**src/rtl/serial_subtractor_n_bit_if.sv**
```systemverilog
// Handshake and operand/result bundle for the bit-serial subtractor.
// The master drives start and the operands; the slave returns status and result.
interface serial_subtractor_n_bit_if #(
  parameter int WIDTH = 4
);
  logic             start;
  logic [WIDTH-1:0] a;
  logic [WIDTH-1:0] b;
  logic             b_in;
  logic             busy;
  logic             done;
  logic [WIDTH-1:0] d;
  logic             b_out;

  modport master (
    output start, a, b, b_in,
    input  busy, done, d, b_out
  );

  modport slave (
    input  start, a, b, b_in,
    output busy, done, d, b_out
  );
endinterface

```
**src/rtl/serial_subtractor_n_bit.sv**
```systemverilog
// Bit-serial N-bit subtractor: computes a - b - b_in LSB first with a single
// full-subtractor cell, presenting the registered difference and borrow-out.
module serial_subtractor_n_bit #(
  parameter  int WIDTH = 4,
  localparam int CNT_W = $clog2(WIDTH + 1)
) (
  input logic                    clk,
  input logic                    rst_n,
  serial_subtractor_n_bit_if.slave bus
);

  typedef enum logic [1:0] {IDLE, SHIFT, DONE} state_e;

  state_e           state_q, state_d;
  logic [WIDTH-1:0] a_q, a_d;
  logic [WIDTH-1:0] b_q, b_d;
  logic [WIDTH-1:0] res_q, res_d;
  logic [WIDTH-1:0] d_q, d_d;
  logic [CNT_W-1:0] cnt_q, cnt_d;
  logic             brw_q, brw_d;
  logic             b_out_q, b_out_d;

  logic             diff_bit;
  logic             brw_nxt;
  logic             last_bit;
  logic [WIDTH:0]   res_ext;
  logic [WIDTH-1:0] res_shifted;

  // Full-subtractor cell on the current LSBs.
  assign diff_bit = a_q[0] ^ b_q[0] ^ brw_q;
  assign brw_nxt  = (~a_q[0] & b_q[0]) | (~(a_q[0] ^ b_q[0]) & brw_q);
  assign last_bit = (cnt_q == CNT_W'(WIDTH - 1));

  // Widened concat keeps the right shift legal when WIDTH is 1.
  assign res_ext     = {diff_bit, res_q};
  assign res_shifted = res_ext[WIDTH:1];

  always_ff @(posedge clk) begin
    if (!rst_n) begin
      state_q <= IDLE;
    end else begin
      state_q <= state_d;
    end
  end

  always_comb begin
    state_d = state_q;
    unique case (state_q)
      IDLE:    if (bus.start) state_d = SHIFT;
      SHIFT:   if (last_bit)  state_d = DONE;
      DONE:    state_d = bus.start ? SHIFT : IDLE;
      default: state_d = IDLE;
    endcase
  end

  always_comb begin
    bus.busy  = (state_q == SHIFT);
    bus.done  = (state_q == DONE);
    bus.d     = d_q;
    bus.b_out = b_out_q;
  end

  always_comb begin
    a_d     = a_q;
    b_d     = b_q;
    res_d   = res_q;
    d_d     = d_q;
    cnt_d   = cnt_q;
    brw_d   = brw_q;
    b_out_d = b_out_q;
    unique case (state_q)
      IDLE, DONE: begin
        if (bus.start) begin
          a_d   = bus.a;
          b_d   = bus.b;
          brw_d = bus.b_in;
          res_d = '0;
          cnt_d = '0;
        end
      end
      SHIFT: begin
        a_d   = a_q >> 1;
        b_d   = b_q >> 1;
        brw_d = brw_nxt;
        res_d = res_shifted;
        cnt_d = cnt_q + CNT_W'(1);
        if (last_bit) begin
          d_d     = res_shifted;
          b_out_d = brw_nxt;
        end
      end
      default: ;
    endcase
  end

  always_ff @(posedge clk) begin
    if (!rst_n) begin
      a_q     <= '0;
      b_q     <= '0;
      res_q   <= '0;
      d_q     <= '0;
      cnt_q   <= '0;
      brw_q   <= 1'b0;
      b_out_q <= 1'b0;
    end else begin
      a_q     <= a_d;
      b_q     <= b_d;
      res_q   <= res_d;
      d_q     <= d_d;
      cnt_q   <= cnt_d;
      brw_q   <= brw_d;
      b_out_q <= b_out_d;
    end
  end

endmodule

```
**src/flat_wrapper.sv**
```systemverilog
// flat-port wrapper written by rule: the top's interface ports become plain ports
module serial_subtractor_n_bit_flat 
#(
  parameter  int WIDTH = 4,
  localparam int CNT_W = $clog2(WIDTH + 1)
)
  (clk, rst_n, bus_start, bus_a, bus_b, bus_b_in, bus_busy, bus_done, bus_d, bus_b_out);
  serial_subtractor_n_bit_if #(.WIDTH(WIDTH)) bus_i ();
  input logic clk;
  input logic rst_n;
  input wire logic [$bits(bus_i.start)-1:0] bus_start;
  input wire logic [$bits(bus_i.a)-1:0] bus_a;
  input wire logic [$bits(bus_i.b)-1:0] bus_b;
  input wire logic [$bits(bus_i.b_in)-1:0] bus_b_in;
  output wire logic [$bits(bus_i.busy)-1:0] bus_busy;
  output wire logic [$bits(bus_i.done)-1:0] bus_done;
  output wire logic [$bits(bus_i.d)-1:0] bus_d;
  output wire logic [$bits(bus_i.b_out)-1:0] bus_b_out;
  assign bus_i.start = bus_start;
  assign bus_i.a = bus_a;
  assign bus_i.b = bus_b;
  assign bus_i.b_in = bus_b_in;
  assign bus_busy = bus_i.busy;
  assign bus_done = bus_i.done;
  assign bus_d = bus_i.d;
  assign bus_b_out = bus_i.b_out;
  serial_subtractor_n_bit #(.WIDTH(WIDTH)) u_core (.clk(clk), .rst_n(rst_n), .bus(bus_i));
endmodule
```
**config.mk**
```make
export PLATFORM = sky130hd
export DESIGN_NAME = serial_subtractor_n_bit_flat
export DESIGN_NICKNAME = d
export VERILOG_FILES = /design/src/rtl/serial_subtractor_n_bit_if.sv /design/src/rtl/serial_subtractor_n_bit.sv /design/src/flat_wrapper.sv
export SDC_FILE = /design/constraint.sdc
export NUM_CORES = 1
export LEC_CHECK = 0
export BUFFER_PORTS_ARGS = -buffer_cell sky130_fd_sc_hd__buf_2
export CORE_MARGIN = 1
export CORE_UTILIZATION = 47
export DETAILED_ROUTE_END_ITERATION = 10
export GPL_TIMING_DRIVEN = 1
export PLACE_DENSITY = 0.8
export SYNTH_ARGS = -nofsm -noshare
export SYNTH_HDL_FRONTEND = slang
export SYNTH_SLANG_ARGS = --single-unit
export TNS_END_PERCENT = 1
```
**constraint.sdc**
```tcl
create_clock -name clk -period 1.3 [get_ports clk]
set_input_delay 0.325 -clock clk [delete_from_list [all_inputs] [get_ports clk]]
set_output_delay 0.325 -clock clk [all_outputs]
set_load 0.05 [all_outputs]
```
==> run_results.csv <==
group,metric,value,unit
global_route,grt_pass1_wl,2740,µm
clocking,cts_inserted_buffers,3,
placed_design,pre_cts_slack,-0.0465,ns
final_layout,fin_area,1190,µm²
global_route,gr-total-overflow,0,
final_layout,nets,148,
power,leakage,0.453,nW
die,die_area,2290,µm²
route,antenna_left,0,
worst_setup_path,crit_fanout,5,
final_layout,area_growth,20.7,%
timing,hold_viol,0,
worst_setup_path,end_kind,"output port",
logic_synthesis,synth_area_leaders,"dfxtp_1, nand2_1, nand3_2",
route,routed_wl,1810,µm
final_layout,stdcell_count,159,
global_route,grt_max_degree,20,
power,p_per_area,1100,nW/µm²
placed_design,place_congestion,0.797,
logic_synthesis,yosysWarnings,0,
timing,grt_setup_unrepaired,"true",
clocking,cts_tree,"yes",
clocking,clkLatencyLatePin,0.29,ns
logic_synthesis,syn_nets,126,
placed_design,hpwl,1330,µm
worst_setup_path,worstPathArrival,0.99,ns
logic_synthesis,yosysUniqueCellTypes,26,
timing,clock_skew,0.00147,ns
die,io_pins,19,
route,dr.pass1.iters,5,
die,fp.dieW,47.9,µm
timing,period_minus_slack,1.31,ns
logic_synthesis,ys_ff_latch,22,
outcome,status,"complete, but fails checks",
final_layout,multi_input_comb_area,489,µm²
worst_hold_path,min-delay-path-class,"primary input to flip-flop",
global_route,gr-usage-all-layers,17.2,%
timing,relSlewSlack,75.8,%
logic_synthesis,ys.flop_type,"dfxtp_1",
clocking,clockRootBuffer,"clkbuf_4",
clocking,cts_hold_buf,0,
final_layout,ff_latch_area,443,µm²
clocking,cts.clk_slew.worst_paths,0.11,ns
route,vias_per_cell,5.11,
worst_setup_path,slowest_delay,0.42,ns
logic_synthesis,yosysTopAreaCellShare,44.5,%
logic_synthesis,synth_edf_count,0,
power,pwr-share-clk,27.5,%
power,comb_power_share,16.8,%
placed_design,dp.cells,153,
final_layout,drive_gt1_share,39.4,%
route,post_drt_wl_per_cell,11.4,µm
logic_synthesis,syn_inst,111,
route,drc,0,
power,max-vdd-ir-drop,631,µV
final_layout,antenna-diode-count,0,
logic_synthesis,synthTopCellsByCount,"dfxtp_1, nand2_1, nand3_2",
worst_setup_path,required,0.98,ns
worst_setup_path,crit_slowest_cell,"dfxtp_2",
die,start_util,50.4,%
power,swShare,25.9,%
logic_synthesis,ys_seq_area_share,44.5,%
worst_setup_path,crit_path_start_kind,"flip-flop",
placed_design,dpl-instance-area,1110,µm²
timing,fin_crit_sh,101,%
die,fp.coreArea,1960,µm²
outcome,failed_checks,"negative setup slack",
power,seq_power_share,55.7,%
timing,worstMarginPinSlew,0.362,ns
placed_design,port-buffer-count,18,
global_route,first_global_vias,633,
final_layout,fin_util,60.9,%
timing,setup_viol,1,
die,placementRows,16,
timing,slew_viol_final,0,
power,internal-power,0.975,mW
global_route,antenna_found_initial,0,
logic_synthesis,mappedNetlistArea,990,µm²
clocking,cts.sinks,22,
logic_synthesis,avgSynthCellArea,8.92,µm²
clocking,cts_max_level,1,
job,maxCapViolations,0,
final_layout,fillers,196,
power,power_switching,0.341,mW
route,routed-via-count,812,
timing,setup_ws,-0.0131,ns
die,die_y,47.9,µm
timing,fmax,0.762,GHz
power,fin_total_pwr,1.32,mW
logic_synthesis,synth_largest_area_cell,"dfxtp_1",
route,drt_iter0_markers,31,
worst_setup_path,critPathKind,"flip-flop to output port",
logic_synthesis,async_flop_share,0,%
worst_setup_path,path_cells,"nand2b_4 > inv_4 > buf_8",
clocking,clk_path_buf_depth,2,
## registers in the layout, summed over array words and instances, names as in the netlist
| name | count |
|---|---|
| u_core.brw_q | 1 |
| u_core.bus.d | 4 |
| u_core.res_q | 3 |
| u_core.a_q | 4 |
| u_core.state_q | 2 |
| u_core.cnt_q | 3 |
| u_core.b_q | 4 |
| u_core.bus.b_out | 1 |
## path summary, 6_finish.rpt
check             cells past startpoint                            end  slack [ns]                      startpoint
hold reg to reg                       2   u_core.bus.d[1]$_SDFFE_PN0P_        0.46    u_core.bus.d[1]$_SDFFE_PN0P_
hold / removal                        3     u_core.b_q[3]$_SDFFE_PN0P_        0.26                        bus_b[3]
setup / recovery                      3                       bus_busy       -0.01  u_core.state_q[0]$_SDFFE_PN0P_
setup reg to reg                      6  u_core.bus.b_out$_SDFFE_PN0P_        0.08  u_core.state_q[0]$_SDFFE_PN0P_
## worst max-delay path: cells and delay by family (launching register included)
family,cells,cell delay [ns]
DFF,1,0.42
buffers and inverters,2,0.19
and+or+nand+nor,1,0.08
## layer usage
layer  vias to the layer above  global-route usage [%]  wire length (µm)
met5                         -                       0                 0
met4                         0                    5.00                20
met3                         4                    3.40                62
met2                        16                    27.0               830
met1                       373                    23.8               895
li1                        419                       -                 -
## stage by stage
| step | TNS [ns] | hold WS (ns) |
|---|---|---|
| finish | -0.0131 | 0.261 |
| global route | -0.119 | 0.267 |
| CTS | -0.0325 | 0.257 |
| detailed placement | -0.0582 | 0.446 |
| global placement | 0 | 0.441 |
| floorplan | 0 | 0.444 |
## cells by family (layout without fill, tap and decap cells)
group                    Yosys count  count (layout)  synth area share, %
AO/OA/AOI/OAI                     29              29                 19.1
adder cells (fa/ha/maj)            3               3                 4.55
buffers and inverters             13              34                 7.33
flip-flops                        22              22                 44.5
AND/OR/NAND/NOR                   44              44                 24.5
## final cells by class
| cell class | count | share of cell area (%) |
|---|---|---|
| clock buffer | 4 | 3.04 |
| multi-input combinational | 76 | 40.9 |
| tap | 27 | 2.83 |
| inverter | 5 | 1.78 |
| timing repair buffer | 25 | 14.3 |
| sequential | 22 | 37.1 |
## power groups by stage
stage / sequential (mW) / combinational (mW) / clock, mW
6_report: 0.733 / 0.221 / 0.362
5_1_grt: 0.737 / 0.246 / 0.406
4_1_cts: 0.732 / 0.220 / 0.374
3_5_place_dp: 0.746 / 0.204 / 0
3_3_place_gp: 0.745 / 0.197 / 0
2_1_floorplan: 0.742 / 0.152 / 0
## layout by cell type (no fill, tap or decap), drive strengths merged
cell     count
a311oi       1
o21ai        6
inv          5
nor2b        2
dfxtp       22
clkbuf       4
a21oi       14
ha           2
o21a         1
nor2         2
nand3b       1
fa           1
buf         25
a2bb2oi      1
nand3       13
nand2       22
nand2b       4
a31oi        6
## what timing repair did
action                                  CTS  global route
endpoints found under the setup margin    2            16
buffers inserted                          2             0
gates resized for setup                   8             3
(Power assumes the default switching activity.)
